===== config.mk =====
export PLATFORM = sky130hd
export DESIGN_NAME = tom_dram_bridge_flat
export DESIGN_NICKNAME = d
export VERILOG_FILES = /design/src/rtl/tom_mem_pkg.sv /design/src/rtl/tom_dram_bridge_if.sv /design/src/rtl/tom_dram_edge.sv /design/src/rtl/tom_dram_bridge.sv /design/src/flat_wrapper.sv
export SDC_FILE = /design/constraint.sdc
export NUM_CORES = 1
export LEC_CHECK = 0
export BUFFER_PORTS_ARGS = -buffer_cell sky130_fd_sc_hd__buf_2
export CAP_MARGIN = 10
export CELL_PAD_IN_SITES_DETAIL_PLACEMENT = 0
export CELL_PAD_IN_SITES_GLOBAL_PLACEMENT = 2
export CORE_MARGIN = 5
export CORE_UTILIZATION = 27
export CTS_CLUSTER_DIAMETER = 100
export DETAILED_ROUTE_END_ITERATION = 16
export GPL_TIMING_DRIVEN = 0
export PLACE_DENSITY = 0.79
export SETUP_SLACK_MARGIN = 0.2
export SKIP_LAST_GASP = 1
export SYNTH_ARGS = -nofsm -noshare
export SYNTH_HDL_FRONTEND = slang
export SYNTH_SLANG_ARGS = --single-unit

===== constraint.sdc =====
create_clock -name clk_sys -period 2 [get_ports clk_sys]
set_input_delay 0.1 -clock clk_sys [delete_from_list [all_inputs] [get_ports clk_sys]]
set_output_delay 0.1 -clock clk_sys [all_outputs]
set_load 0.02 [all_outputs]

===== src/rtl/tom_mem_pkg.sv =====
// Shared types for the Tom DRAM bridge: FSM state encoding, default geometry
// and the packed single-word memory request.
package tom_mem_pkg;

    localparam int ROW_BITS_DEF = 9;
    localparam int COL_BITS_DEF = 9;
    localparam int ADDR_W_DEF   = 1 + ROW_BITS_DEF + COL_BITS_DEF;

    typedef enum logic [1:0] {
        IDLE  = 2'd0,
        ISSUE = 2'd1,
        HOLD  = 2'd2
    } state_t;

    typedef struct packed {
        logic                  we;
        logic [7:0]            be;
        logic [ADDR_W_DEF-1:0] addr;
        logic [63:0]           wdata;
    } mem_req_t;

endpackage


===== src/rtl/tom_dram_bridge_if.sv =====
// Synchronous 64-bit single-word memory port between the bridge (master)
// and the SDRAM/DDR arbiter (slave).
interface tom_dram_bridge_if #(
    parameter int ADDR_W = 19
);
    logic              mem_req;
    logic              mem_we;
    logic [ADDR_W-1:0] mem_addr;
    logic [7:0]        mem_be;
    logic [63:0]       mem_wdata;
    logic              mem_ack;
    logic [63:0]       mem_rdata;

    modport master (
        output mem_req, mem_we, mem_addr, mem_be, mem_wdata,
        input  mem_ack, mem_rdata
    );

    modport slave (
        input  mem_req, mem_we, mem_addr, mem_be, mem_wdata,
        output mem_ack, mem_rdata
    );
endinterface


===== src/rtl/tom_dram_edge.sv =====
// Per-bank registered edge detector for the active-low RAS/CAS strobes;
// an edge is a mismatch between the live pin and last cycle's value.
module tom_dram_edge (
    input  logic       clk_sys,
    input  logic       reset,
    input  logic [1:0] ras_n,
    input  logic [1:0] cas_n,
    output logic [1:0] r_ras,
    output logic [1:0] r_cas,
    output logic [1:0] ras_fall,
    output logic [1:0] ras_rise,
    output logic [1:0] cas_fall,
    output logic [1:0] cas_rise
);
    logic [1:0] r_ras_reg;
    logic [1:0] r_cas_reg;

    generate
        for (genvar gi = 0; gi < 2; gi++) begin : g_bank
            always_ff @(posedge clk_sys) begin
                if (reset) begin
                    r_ras_reg[gi] <= 1'b1;
                    r_cas_reg[gi] <= 1'b1;
                end else begin
                    r_ras_reg[gi] <= ras_n[gi];
                    r_cas_reg[gi] <= cas_n[gi];
                end
            end

            assign ras_fall[gi] =  r_ras_reg[gi] & ~ras_n[gi];
            assign ras_rise[gi] = ~r_ras_reg[gi] &  ras_n[gi];
            assign cas_fall[gi] =  r_cas_reg[gi] & ~cas_n[gi];
            assign cas_rise[gi] = ~r_cas_reg[gi] &  cas_n[gi];
        end
    endgenerate

    assign r_ras = r_ras_reg;
    assign r_cas = r_cas_reg;
endmodule


===== src/rtl/tom_dram_bridge.sv =====
// Turns Tom's page-mode RAS/CAS DRAM cycles into single-word requests on a
// synchronous 64-bit memory port; also counts CBR refreshes and flags overruns.
module tom_dram_bridge
    import tom_mem_pkg::*;
#(
    parameter int ROW_BITS = ROW_BITS_DEF,
    parameter int COL_BITS = COL_BITS_DEF,
    parameter int ADDR_W   = 1 + ROW_BITS + COL_BITS
) (
    input  logic                 clk_sys,
    input  logic                 reset,
    input  logic [1:0]           ras_n,
    input  logic [1:0]           cas_n,
    input  logic [10:0]          ma,
    input  logic [7:0]           we_n,
    input  logic [1:0]           oe_n,
    input  logic [63:0]          dbus_wr,
    output logic [63:0]          dbus_rd,
    output logic                 dbus_rd_en,
    output logic                 ram_ready,
    tom_dram_bridge_if.master    mem,
    output logic [15:0]          refresh_cnt,
    output logic                 overrun
);
    logic [1:0] r_ras;
    logic [1:0] r_cas;
    logic [1:0] ras_fall;
    logic [1:0] ras_rise;
    logic [1:0] cas_fall;
    logic [1:0] cas_rise;

    tom_dram_edge u_edge (
        .clk_sys  (clk_sys),
        .reset    (reset),
        .ras_n    (ras_n),
        .cas_n    (cas_n),
        .r_ras    (r_ras),
        .r_cas    (r_cas),
        .ras_fall (ras_fall),
        .ras_rise (ras_rise),
        .cas_fall (cas_fall),
        .cas_rise (cas_rise)
    );

    state_t              state_reg;
    state_t              state_next;
    logic                page_open_reg;
    logic                bank_reg;
    logic [ROW_BITS-1:0] row_reg;
    mem_req_t            req_reg;
    logic [63:0]         rdata_reg;
    logic                overrun_reg;
    logic [15:0]         refresh_cnt_reg;

    // Event decode; bank 0 wins when both banks strobe in the same cycle.
    logic ras_bank;
    logic cas_bank;
    logic ras_open_ev;
    logic cas_ev;
    logic cbr_ev;
    logic busy_ev;
    logic start_ev;
    logic both_low;

    assign ras_bank    = ~ras_fall[0];
    assign cas_bank    = ~cas_fall[0];
    assign ras_open_ev = (|ras_fall) & cas_n[ras_bank];
    assign cas_ev      = |cas_fall;
    assign cbr_ev      = cas_ev & ras_n[cas_bank];
    assign busy_ev     = cas_ev & ~cbr_ev & (state_reg != IDLE);
    assign start_ev    = cas_ev & ~cbr_ev & (state_reg == IDLE) & page_open_reg;
    assign both_low    = ((|ras_fall) & (ras_n == 2'b00)) |
                         (cas_ev & (cas_n == 2'b00));

    // Row/bank latch for page mode.
    always_ff @(posedge clk_sys) begin
        if (reset) begin
            page_open_reg <= 1'b0;
            bank_reg      <= 1'b0;
            row_reg       <= '0;
        end else if (ras_open_ev) begin
            page_open_reg <= 1'b1;
            bank_reg      <= ras_bank;
            row_reg       <= ma[ROW_BITS-1:0];
        end else if (ras_rise[bank_reg]) begin
            page_open_reg <= 1'b0;
        end
    end

    // Request capture at CAS fall and read-data latch at ack.
    always_ff @(posedge clk_sys) begin
        if (reset) begin
            req_reg   <= '0;
            rdata_reg <= '0;
        end else begin
            if (start_ev) begin
                req_reg.we    <= |(~we_n);
                req_reg.be    <= ~we_n;
                req_reg.addr  <= ADDR_W_DEF'({bank_reg, row_reg, ma[COL_BITS-1:0]});
                req_reg.wdata <= dbus_wr;
            end
            if (state_reg == ISSUE && mem.mem_ack && !req_reg.we) begin
                rdata_reg <= mem.mem_rdata;
            end
        end
    end

    always_ff @(posedge clk_sys) begin
        if (reset) begin
            overrun_reg     <= 1'b0;
            refresh_cnt_reg <= '0;
        end else begin
            if (busy_ev || both_low) begin
                overrun_reg <= 1'b1;
            end
            if (cbr_ev) begin
                refresh_cnt_reg <= refresh_cnt_reg + 16'd1;
            end
        end
    end

    always_ff @(posedge clk_sys) begin
        if (reset) begin
            state_reg <= IDLE;
        end else begin
            state_reg <= state_next;
        end
    end

    always_comb begin
        state_next = state_reg;
        case (state_reg)
            IDLE:    if (start_ev)          state_next = ISSUE;
            ISSUE:   if (mem.mem_ack)       state_next = HOLD;
            HOLD:    if (r_cas[bank_reg])   state_next = IDLE;
            default:                        state_next = IDLE;
        endcase
    end

    // HOLD drops ready in the cycle the registered CAS is seen high again.
    always_comb begin
        mem.mem_req = 1'b0;
        ram_ready   = 1'b0;
        dbus_rd_en  = 1'b0;
        case (state_reg)
            ISSUE: mem.mem_req = 1'b1;
            HOLD: begin
                ram_ready  = ~r_cas[bank_reg];
                dbus_rd_en = ~r_cas[bank_reg] & ~req_reg.we & ~oe_n[bank_reg];
            end
            default: ;
        endcase
    end

    assign mem.mem_we    = req_reg.we;
    assign mem.mem_be    = req_reg.be;
    assign mem.mem_addr  = req_reg.addr;
    assign mem.mem_wdata = req_reg.wdata;
    assign dbus_rd       = rdata_reg;
    assign refresh_cnt   = refresh_cnt_reg;
    assign overrun       = overrun_reg;

    logic unused_ok;
    assign unused_ok = &{1'b0, ma, r_ras, cas_rise};
endmodule


===== src/flat_wrapper.sv =====
// flat-port wrapper written by rule: the top's interface ports become plain ports
module tom_dram_bridge_flat import tom_mem_pkg::*;
#(
    parameter int ROW_BITS = ROW_BITS_DEF,
    parameter int COL_BITS = COL_BITS_DEF,
    parameter int ADDR_W   = 1 + ROW_BITS + COL_BITS
)
  (clk_sys, reset, ras_n, cas_n, ma, we_n, oe_n, dbus_wr, dbus_rd, dbus_rd_en, ram_ready, refresh_cnt, overrun, mem_mem_req, mem_mem_we, mem_mem_addr, mem_mem_be, mem_mem_wdata, mem_mem_ack, mem_mem_rdata);
  tom_dram_bridge_if #(.ADDR_W(ADDR_W)) mem_i ();
  input  logic clk_sys;
  input  logic reset;
  input  logic [1:0] ras_n;
  input  logic [1:0] cas_n;
  input  logic [10:0] ma;
  input  logic [7:0] we_n;
  input  logic [1:0] oe_n;
  input  logic [63:0] dbus_wr;
  output logic [63:0] dbus_rd;
  output logic dbus_rd_en;
  output logic ram_ready;
  output logic [15:0] refresh_cnt;
  output logic overrun;
  output wire logic [$bits(mem_i.mem_req)-1:0] mem_mem_req;
  output wire logic [$bits(mem_i.mem_we)-1:0] mem_mem_we;
  output wire logic [$bits(mem_i.mem_addr)-1:0] mem_mem_addr;
  output wire logic [$bits(mem_i.mem_be)-1:0] mem_mem_be;
  output wire logic [$bits(mem_i.mem_wdata)-1:0] mem_mem_wdata;
  input wire logic [$bits(mem_i.mem_ack)-1:0] mem_mem_ack;
  input wire logic [$bits(mem_i.mem_rdata)-1:0] mem_mem_rdata;
  assign mem_mem_req = mem_i.mem_req;
  assign mem_mem_we = mem_i.mem_we;
  assign mem_mem_addr = mem_i.mem_addr;
  assign mem_mem_be = mem_i.mem_be;
  assign mem_mem_wdata = mem_i.mem_wdata;
  assign mem_i.mem_ack = mem_mem_ack;
  assign mem_i.mem_rdata = mem_mem_rdata;
  tom_dram_bridge #(.ROW_BITS(ROW_BITS), .COL_BITS(COL_BITS), .ADDR_W(ADDR_W)) u_core (.clk_sys(clk_sys), .reset(reset), .ras_n(ras_n), .cas_n(cas_n), .ma(ma), .we_n(we_n), .oe_n(oe_n), .dbus_wr(dbus_wr), .dbus_rd(dbus_rd), .dbus_rd_en(dbus_rd_en), .ram_ready(ram_ready), .mem(mem_i), .refresh_cnt(refresh_cnt), .overrun(overrun));
endmodule

==> impl_metrics.py, run 1 <==
metrics = {
    "outcome": {
        "status": "finished clean",
    },
    "floorplan": {
        "boundaryPins": 332,
        "core_region_area_um2": 28500,
        "die_h_um": 179,
        "initial_core_util": 0.272,
        "die_w_um": 179,
        "dieArea_um2": 32100,
        "rows": 62,
    },
    "power_and_ir_drop": {
        "swShare": 0.269,
        "power_mw": 8.42,
        "p_int_mw": 6.15,
        "p_comb_frac": 0.132,
        "seq_power_share": 0.467,
        "switchingPower_mw": 2.27,
        "p_leak_nw": 5.23,
        "p_per_area_nw_per_um2": 691,
        "ir_drop_mv": 0.397,
        "p_clk_frac": 0.401,
    },
    "yosys": {
        "syn_inst": 841,
        "synth_most_common_cell": "dfxtp_1",
        "synth_edf_count": 0,
        "synth.top_cell.area_share": 0.492,
        "async_flop_share": 0,
        "synth-seq-area-share": 0.492,
        "synthFlopType": "dfxtp_1",
        "yosysUniqueCellTypes": 42,
        "netlist_top_cells_count": "dfxtp_1, nand2b_1, nand2_1, mux2i_1, a21oi_1",
        "synth_warnings": 0,
        "avgSynthCellArea_um2": 9.19,
        "syn_area_um2": 7730,
        "ys_top_cells_by_area": "dfxtp_1, nand2b_1, mux2i_1, nand2_1, a21oi_1",
        "syn-num-nets": 998,
        "yosysTopAreaCell": "dfxtp_1",
        "synth-seq-cells": 190,
    },
    "detailed_routing": {
        "route.detailed.drc": 0,
        "wl_met3_mm": 2.33,
        "wl_per_cell_um": 15.9,
        "finalWirelength_mm": 27.7,
        "via_count": 7499,
        "via_per_inst": 4.30,
        "wl_met2_mm": 12.8,
        "met1Wirelength_mm": 12.2,
        "final_antenna_net_count": 0,
        "dr.pass1.iters": 4,
        "top_layer": "met4",
        "drt_iter0_drc": 234,
    },
    "min_path": {
        "hold_path.startpoint": "ras_n[1]",
        "hold_class": "primary input to flip-flop",
        "hold_end": "u_core.page_open_reg",
        "min_path_cells": 4,
    },
    "final_layout": {
        "layout.nets": 1503,
        "drive_above_1_share": 0.299,
        "multi_input_area_um2": 3640,
        "regArea_um2": 3810,
        "fill_cells": 2869,
        "fin_cells": 1743,
        "fin_util": 0.428,
        "area_growth_pct": 57.6,
    },
    "timing": {
        "tightest_slew_ns": 0.699,
        "setup_violations": 0,
        "clock_skew_ns": 0.0154,
        "layout_worst_path_cycle_share": 0.892,
        "fmax_mhz": 561,
        "finalHoldViolCount": 0,
        "grt_setup_unrepaired": "yes",
        "setup_tns_ns": 0,
        "relSlewSlack": 0.534,
        "slew_viol_final": 0,
        "hold_slack_ns": 0.0947,
        "finalCriticalPeriod_ns": 1.78,
    },
    "critical_path": {
        "crit_required_ns": 2.35,
        "r2r_slack_ns": 0.22,
        "critPathBufInv": 3,
        "worstPathArrival_ns": 2.14,
        "path_class": "flip-flop to flip-flop",
        "end_kind": "flip-flop",
        "worstRegToRegCells": 7,
        "r2r-end": "u_core.mem.mem_wdata[49]",
        "worstPathCellList": "or3b_1, mux2i_2, and3_1, buf_6, buf_12, buf_8, mux2i_1",
        "path_delay_family": "simple AND/OR/NAND/NOR gates",
        "cp_slowest_cell": "or3b_1",
        "max_stage_delay_ns": 0.35,
        "rr_startpoint": "u_core.u_edge.r_cas[1]",
        "cp_max_fo": 10,
        "crit_path_start_kind": "flip-flop",
    },
    "grt": {
        "antenna_found_initial": 0,
        "grt_use_total": 0.166,
        "grt_pass1_wl_mm": 41.9,
        "grt_max_degree": 19,
        "grt_overflow_total": 0,
        "grt_pass1_vias": 7671,
    },
    "cts": {
        "cts_buffers": 17,
        "clk_path_buf_depth": 2,
        "clk_pin_slew_ns": 0.07,
        "htree_num_levels": 4,
        "clk_latency_ns": 0.44,
        "cts_sinks": 190,
        "cts_tree": "done",
        "clockRootBuffer": "clkbuf_16",
    },
    "placed_design": {
        "numPortBuffers": 328,
        "place_congestion": 0.782,
        "dp.cells": 1553,
        "hpwl_mm": 20.0,
    },
    "run": {
        "max-cap-violations": 0,
    },
}
==> metal layers <==
| metal | up-vias | track usage |
|---|---|---|
| met5 | - | 0 |
| met4 | 0 | 0.0406 |
| li1 | 3815 | - |
| met3 | 16 | 0.0548 |
| met1 | 3425 | 0.205 |
| met2 | 243 | 0.280 |
==> worst reg2reg max path: stages (launching register included) <==
cell and delay [ns]:
dfxtp_2 0.32, or3b_1 0.35, mux2i_2 0.19, and3_1 0.21
buf_6 0.14, buf_12 0.15, buf_8 0.17, mux2i_1 0.19
==> cell type report <==
| type | count | area share |
|---|---|---|
| inverter | 4 | 0.00123 |
| buffer | 61 | 0.0319 |
| tap | 384 | 0.0394 |
| clock buffer | 19 | 0.0363 |
| timing repair buffer | 486 | 0.269 |
| multi-input combinational | 586 | 0.299 |
| sequential | 190 | 0.313 |
| antenna | 1 | 0.000205 |
| clock inverter | 12 | 0.00965 |
==> placed cells by master (no fill, tap or decap), drive strengths merged, types with 4 or more instances in the layout <==
| cell type | synthesis | layout |
|---|---|---|
| a211oi | 9 | 9 |
| a21oi | 77 | 77 |
| a31oi | 9 | 9 |
| buf | 15 | 351 |
| clkbuf | 46 | 65 |
| clkinv | 0 | 4 |
| dfxtp | 190 | 190 |
| dlygate4sd3 | 0 | 150 |
| inv | 4 | 12 |
| mux2i | 96 | 96 |
| nand2 | 132 | 132 |
| nand2b | 168 | 168 |
| nand3 | 5 | 5 |
| nand4 | 5 | 5 |
| nor2 | 21 | 21 |
| nor2b | 5 | 5 |
| nor3 | 4 | 4 |
| o21ai | 8 | 8 |
| or2 | 5 | 5 |
| or3 | 7 | 7 |
==> worst max path at each step <==
stage / start / to / cells after the start
floorplan: u_core.refresh_cnt[3] / u_core.refresh_cnt[15] / 5
global placement: u_core.state_reg[1] / u_core.dbus_rd[53] / 5
detailed placement: u_core.state_reg[1] / u_core.dbus_rd[57] / 5
CTS: u_core.u_edge.r_cas[1] / dbus_rd_en / 5
global route: u_core.u_edge.r_cas[1] / u_core.mem.mem_wdata[26] / 7
finish: u_core.u_edge.r_cas[1] / u_core.mem.mem_wdata[49] / 7
==> what timing repair did <==
action	CTS	global route
pin swaps	2	2
setup endpoints to repair	158	157
hold buffers	150	0
resized for setup	23	34
setup buffers	4	0
gates cloned	2	2
hold endpoints to repair	158	0
==> cells by family (layout without fill, tap and decap cells) <==
| kind of cell | Yosys count | count (layout) | share of synthesized area |
|---|---|---|---|
| compound gates | 116 | 116 | 0.0850 |
| xor+xnor | 1 | 1 | 0.00113 |
| fa+ha+maj | 1 | 1 | 0.00162 |
| buf+inv | 65 | 582 | 0.0413 |
| flops | 190 | 190 | 0.492 |
| mux | 98 | 98 | 0.127 |
| other cells | 0 | 1 | 0 |
| simple gates | 370 | 370 | 0.252 |
==> power by group through the flow <==
stage               logic [mW]  clock network (mW)  registers [mW]
finish                    1.11                3.38            3.93
global route              1.21                3.66            3.95
CTS                       1.10                3.53            3.93
detailed placement       0.839                   0            4.02
global placement         0.838                   0            4.02
floorplan                0.367                   0            4.11
==> metrics by stage <==
stage / setup slack (ns) / instance area, um^2
2_1_floorplan: 0.286 / 7730
3_3_place_gp: -0.177 / 9850
3_5_place_dp: -0.212 / 9850
4_1_cts: 0.184 / 12100
5_1_grt: 0.104 / 12200
6_report: 0.217 / 12200
Note: power is estimated with default switching activity, not from simulation.
==> run 2: changes to the inputs <==
Settings changed: CELL_PAD_IN_SITES_DETAIL_PLACEMENT 0 to default, CELL_PAD_IN_SITES_GLOBAL_PLACEMENT 2 to default, CORE_UTILIZATION 27 to 48, CTS_CLUSTER_SIZE from default to 24, PLACE_DENSITY 0.79 to 0.8.
==> run 2 against run 1 <==
Routed wire length grew 3.4%. Cell area about the same. Sequential power about the same. Maximum frequency is 0.35% higher. Combinational power grew 5%. Sequential share of layout area about the same. Via count up 8.1%. Global-route usage grew 12 points. Count of clock-buffer cells in the layout stayed put. Flip-flop and latch count unchanged. Die area down 42%. Largest power group unchanged.
==> impl_metrics.py, run 2 (synthesis gave the netlist of run 1 again) <==
metrics = {
    "timing": {
        "hold_slack_ns": 0.0443,
        "setup_tns_ns": 0,
        "clock_skew_ns": 0.0136,
        "finalWorstSetupSlack_ns": 0.223,
        "finalCriticalPeriod_ns": 1.78,
        "setup_violations": 0,
        "finalHoldViolCount": 0,
        "tightest_slew_ns": 0.622,
        "grt_setup_unrepaired": "yes",
        "fmax_mhz": 563,
        "layout_worst_path_cycle_share": 0.889,
        "slew_viol_final": 0,
        "relSlewSlack": 0.586,
    },
    "grt": {
        "grt_use_total": 0.283,
        "grt_overflow_total": 0,
        "antenna_found_initial": 1,
        "grt_max_degree": 18,
        "grt_pass1_vias": 8193,
        "grt_pass1_wl_mm": 41.7,
    },
    "power_and_ir_drop": {
        "power_mw": 8.69,
        "p_clk_frac": 0.413,
        "p_comb_frac": 0.133,
        "p_leak_nw": 5.30,
        "seq_power_share": 0.453,
        "p_per_area_nw_per_um2": 713,
        "swShare": 0.250,
        "p_int_mw": 6.52,
        "ir_drop_mv": 0.634,
        "switchingPower_mw": 2.17,
    },
    "final_layout": {
        "fin_cells": 1579,
        "fin_util": 0.770,
        "layout_commonest_cell": "buf_2",
        "final_cell_mix": "buf_2, dfxtp_1, nand2b_1, dlygate4sd3_1, nand2_1",
        "final_cell_area_um2": 12200,
        "layout.nets": 1506,
        "drive_above_1_share": 0.304,
        "fill_cells": 975,
        "area_growth_pct": 57.7,
    },
    "cts": {
        "clk_latency_ns": 0.43,
        "clk_path_buf_depth": 2,
        "cts_buffers": 17,
        "htree_num_levels": 4,
        "clk_pin_slew_ns": 0.07,
        "cts_tree": "done",
        "cts_sinks": 190,
        "clockRootBuffer": "clkbuf_16",
    },
    "critical_path": {
        "worstPathCellList": "or3b_1, mux2i_1, and3_1, buf_6, clkbuf_16, buf_12, mux2i_2",
        "cp_slowest_cell": "dfxtp_2",
        "rr_startpoint": "u_core.u_edge.r_cas[1]",
        "r2r_slack_ns": 0.22,
        "end_kind": "flip-flop",
        "path_class": "flip-flop to flip-flop",
        "crit_path_start_kind": "flip-flop",
        "worstRegToRegCells": 7,
        "max_stage_delay_ns": 0.35,
        "cp_max_fo": 6,
        "r2r-end": "u_core.mem.mem_wdata[34]",
        "worstPathArrival_ns": 2.12,
        "crit_required_ns": 2.35,
    },
    "floorplan": {
        "die_w_um": 137,
        "boundaryPins": 332,
        "dieArea_um2": 18700,
        "core_region_area_um2": 15800,
        "rows": 46,
        "initial_core_util": 0.488,
        "die_h_um": 137,
    },
    "detailed_routing": {
        "via_count": 8108,
        "wl_per_cell_um": 18.1,
        "final_antenna_net_count": 0,
        "route.detailed.drc": 0,
        "dr.pass1.iters": 5,
        "drt_iter0_drc": 385,
        "finalWirelength_mm": 28.6,
        "via_per_inst": 5.13,
    },
    "placed_design": {
        "dp.cells": 1385,
        "hpwl_mm": 17.3,
        "placed_cell_area_um2": 9640,
        "place_congestion": 0.804,
        "numPortBuffers": 328,
        "dp_slack_ns": 0.0348,
    },
    "min_path": {
        "hold_path.startpoint": "mem_mem_ack",
        "hold_class": "primary input to flip-flop",
        "hold_end": "u_core.state_reg[0]",
        "min_path_cells": 3,
    },
    "run": {
        "max-cap-violations": 0,
    },
    "outcome": {
        "status": "finished clean",
    },
}
run 2: cell types whose count changed in the layout (fill, tap and decap cells not counted), moves of 4 or more:
| cell | delta |
|---|---|
| mux2i_1 | -7 |
| clkinv_4 | -4 |
| mux2i_2 | +4 |
| clkbuf_16 | +6 |
run 2: critical path, delay by kind of cell, from the launching register on:
| kind | cells | cell delay [ns] |
|---|---|---|
| mux | 2 | 0.37 |
| simple gates | 2 | 0.53 |
| flops | 1 | 0.35 |
| buf+inv | 3 | 0.43 |
run 2: routing by layer:
layer | vias to the layer above | wire, um | part of all wire | track usage
li1 | 3819 | - | - | -
met1 | 3799 | 10400 | 0.36 | 0.300
met2 | 401 | 14700 | 0.51 | 0.504
met3 | 89 | 2500 | 0.087 | 0.0915
met4 | 0 | 1060 | 0.037 | 0.140
met5 | - | 0 | 0 | 0
run 2: repair_timing:
item,4_1_cts,5_1_grt
hold buffers,149,0
setup buffers,1,3
gates cloned,0,8
setup endpoints to repair,151,163
pin swaps,1,3
hold endpoints to repair,158,0
resized for setup,22,41
run 2: power by group through the flow:
stage	sequential (mW)	combinational, mW	clock [mW]
floorplan	4.11	0.367	0
global placement	4.02	0.808	0
detailed placement	4.02	0.815	0
CTS	3.93	1.06	3.64
global route	3.95	1.23	3.80
finish	3.94	1.16	3.59
run 2: layout make-up:
class                           count  area [um^2]  area share
Sequential cell                   190         3810       0.313
Multi-Input combinational cell    586         3710       0.305
Timing Repair Buffer              489         3370       0.276
Clock buffer                       19          443      0.0363
Buffer                             61          390      0.0320
Tap cell                          216          270      0.0222
Clock inverter                     13          178      0.0146
Inverter                            4         15.0     0.00123
Antenna cell                        1         2.50    0.000205
run 2: how the worst max path moves through the flow:
stage	from	end	slack, ns	cells after the start
after global placement	u_core.state_reg[1]	u_core.mem.mem_addr[16]	0.07	6
after CTS	u_core.u_edge.r_cas[1]	u_core.mem.mem_wdata[55]	0.18	7
after floorplan	u_core.refresh_cnt[3]	u_core.refresh_cnt[15]	0.29	5
final	u_core.u_edge.r_cas[1]	u_core.mem.mem_wdata[34]	0.22	7
after detailed placement	u_core.state_reg[1]	u_core.mem.mem_wdata[17]	0.03	6
after global routing	u_core.u_edge.r_cas[1]	u_core.mem.mem_wdata[19]	0.04	7
==> run 3: changes to the inputs <==
Settings changed: ABC_AREA from default to 1, CAP_MARGIN 10 to 20, CORE_UTILIZATION 48 to 46, PLACE_DENSITY 0.8 to 0.78.
Clock period 2 ns to 1.99 ns, I/O delays scaled along.
==> run 3 against run 2 <==
Via count rose by 1.4%. Hold slack got worse by 0.010 ns. First-iteration DRC count rose by 23%. Total power rose by 1.8%. Final cell count rose by 2.2%. Core utilization fell by 4.1 points. Synthesized cell count rose by 8.9%. Routed wire length fell by 6.4%. Critical path type is now flip-flop to output port.
==> impl_metrics.py, run 3 <==
metrics = {
    "outcome": {
        "status": "finished clean",
    },
    "grt": {
        "grt_use_total": 0.285,
        "grt_max_degree": 17,
        "antenna_found_initial": 1,
        "grt_overflow_total": 0,
        "grt_pass1_vias": 8110,
        "grt_pass1_wl_mm": 41.2,
    },
    "power_and_ir_drop": {
        "p_int_mw": 6.52,
        "power_mw": 8.85,
        "swShare": 0.263,
        "p_comb_frac": 0.147,
        "ir_drop_mv": 0.585,
        "p_per_area_nw_per_um2": 798,
        "p_leak_nw": 5.13,
        "switchingPower_mw": 2.33,
        "seq_power_share": 0.460,
        "p_clk_frac": 0.392,
    },
    "yosys": {
        "ys_top_cells_by_area": "dfxtp_1, o21ai_0, nor2_1, a21oi_1, inv_1",
        "synth_edf_count": 0,
        "yosysTopAreaCell": "dfxtp_1",
        "syn_area_um2": 7100,
        "syn_inst": 916,
        "avgSynthCellArea_um2": 7.76,
        "synth_top_family_by_area": "compound AO/OA/AOI/OAI gates",
        "async_flop_share": 0,
        "synth_warnings": 0,
        "synthFlopType": "dfxtp_1",
        "synth_compound_area_frac": 0.196,
        "syn-num-nets": 1073,
        "synth_most_common_cell": "dfxtp_1",
        "netlist_top_cells_count": "dfxtp_1, nor2_1, inv_1, o21ai_0, a21oi_1",
        "synth_xor_area_frac": 0.00493,
        "synth-seq-area-share": 0.535,
        "synth-seq-cells": 190,
        "synthAdderAreaFrac": 0.00176,
        "synth.area.mux_share": 0,
        "synth-simple-area-share": 0.152,
        "yosysUniqueCellTypes": 31,
        "synth.top_cell.area_share": 0.535,
    },
    "timing": {
        "tightest_slew_ns": 0.721,
        "clock_skew_ns": 0.0114,
        "relSlewSlack": 0.519,
        "finalHoldViolCount": 0,
        "setup_violations": 0,
        "setup_tns_ns": 0,
        "slew_viol_final": 0,
        "fmax_mhz": 608,
        "layout_worst_path_cycle_share": 0.826,
        "grt_setup_unrepaired": "yes",
        "finalWorstSetupSlack_ns": 0.345,
        "finalCriticalPeriod_ns": 1.64,
    },
    "floorplan": {
        "dieArea_um2": 18000,
        "core_region_area_um2": 15200,
        "die_h_um": 134,
        "boundaryPins": 332,
        "rows": 45,
        "initial_core_util": 0.467,
        "die_w_um": 134,
    },
    "critical_path": {
        "worstRegToRegCells": 8,
        "cp_max_fo": 6,
        "crit_path_start_kind": "flip-flop",
        "worstPathArrival_ns": 1.55,
        "crit_required_ns": 1.89,
        "end_kind": "output port",
        "path_class": "flip-flop to output port",
    },
    "detailed_routing": {
        "via_per_inst": 5.09,
        "route.detailed.drc": 0,
        "finalWirelength_mm": 26.8,
        "drt_iter0_drc": 472,
        "via_count": 8223,
        "final_antenna_net_count": 0,
        "dr.pass1.iters": 5,
        "wl_per_cell_um": 16.6,
    },
    "final_layout": {
        "fin_util": 0.729,
        "final_cell_mix": "buf_2, dfxtp_1, nor2_1, dlygate4sd3_1, inv_1",
        "layout.nets": 1569,
        "layout_commonest_cell": "buf_2",
        "area_growth_pct": 56.0,
        "drive_above_1_share": 0.284,
    },
    "cts": {
        "clockRootBuffer": "clkbuf_16",
        "clk_pin_slew_ns": 0.06,
        "cts_buffers": 17,
        "clk_latency_ns": 0.43,
        "htree_num_levels": 4,
        "post_cts_buffers": 0,
        "cts_sinks": 190,
        "cts_tree": "done",
        "clk_path_buf_depth": 2,
    },
    "placed_design": {
        "place_congestion": 0.838,
        "dp_slack_ns": 0.433,
        "hpwl_mm": 16.5,
        "numPortBuffers": 328,
    },
    "run": {
        "max-cap-violations": 0,
    },
    "min_path": {
        "min_path_cells": 4,
        "hold_class": "primary input to flip-flop",
    },
}
[run 3: cell types whose count changed in the layout (fill, tap and decap cells not counted), sizes merged, moves of 9 or more]
| cell | change |
|---|---|
| a21oi | +32 |
| nand2 | -65 |
| nor2 | +141 |
| clkbuf | -21 |
| nand2b | -168 |
| inv | +120 |
| mux2i | -96 |
| a211oi | -9 |
| nand3 | +10 |
| o21ai | +155 |
[run 3: routing by layer]
| layer | share of wire | track usage | vias to the layer above |
|---|---|---|---|
| li1 | - | - | 3922 |
| met1 | 0.36 | 0.299 | 3764 |
| met2 | 0.50 | 0.516 | 454 |
| met3 | 0.10 | 0.0953 | 83 |
| met4 | 0.036 | 0.125 | 0 |
| met5 | 0 | 0 | - |
[run 3: cell families after synthesis]
family / Yosys count
adder cells (fa/ha/maj): 1
XOR/XNOR: 4
flip-flops: 190
AO/OA/AOI/OAI: 276
AND/OR/NAND/NOR: 261
buffers and inverters: 184
[run 3: power groups by stage]
stage | Clock, mW | Sequential, mW | Combinational [mW]
after floorplan | 0 | 4.32 | 0.408
after global placement | 0 | 4.14 | 1.00
after detailed placement | 0 | 4.15 | 1.01
after CTS | 3.51 | 4.06 | 1.25
after global routing | 3.67 | 4.09 | 1.40
final | 3.47 | 4.07 | 1.30
[run 3: layout make-up]
class | count | area, um^2
timing repair buffer | 477 | 3130
fill | 1063 | 4120
clock inverter | 11 | 130
clock buffer | 21 | 470
multi-input combinational | 542 | 2520
tap | 188 | 235
inverter | 127 | 477
antenna | 1 | 2.50
sequential | 190 | 3800
buffer | 57 | 307
[run 3: path summary, 6_finish.rpt]
check | startpoint | to | slack, ns
worst min-delay path | we_n[7] | u_core.mem.mem_be[7] | 0.03
worst min register to register | u_core.mem.mem_be[3] | u_core.mem.mem_be[3] | 0.44
worst max register to register | u_core.state_reg[1] | u_core.dbus_rd[49] | 0.38
worst max-delay path | u_core.bank_reg | dbus_rd_en | 0.35
[run 3: metrics by stage]
stage | area (um^2) | hold slack (ns) | std cells
finish | 11100 | 0.0342 | 1614
global placement | 8980 | 0.327 | 1432
detailed placement | 8980 | 0.332 | 1432
CTS | 11100 | 0.0259 | 1613
global route | 11100 | 0.0548 | 1614
floorplan | 7100 | 0.193 | 916
[run 3: critical path: stages (launching register included)]
cell and delay, ns:
dfxtp_2 0.39, inv_1 0.10, nand2_1 0.07, nand2_1 0.06
nor3_2 0.16, inv_1 0.08, nor2_1 0.09, buf_2 0.17
[run 3: what timing repair did]
item / in CTS / in global routing
endpoints found under the hold margin: 159 / 0
hold buffers: 149 / 0
resized for setup: 1 / 1
endpoints found under the setup margin: 1 / 1
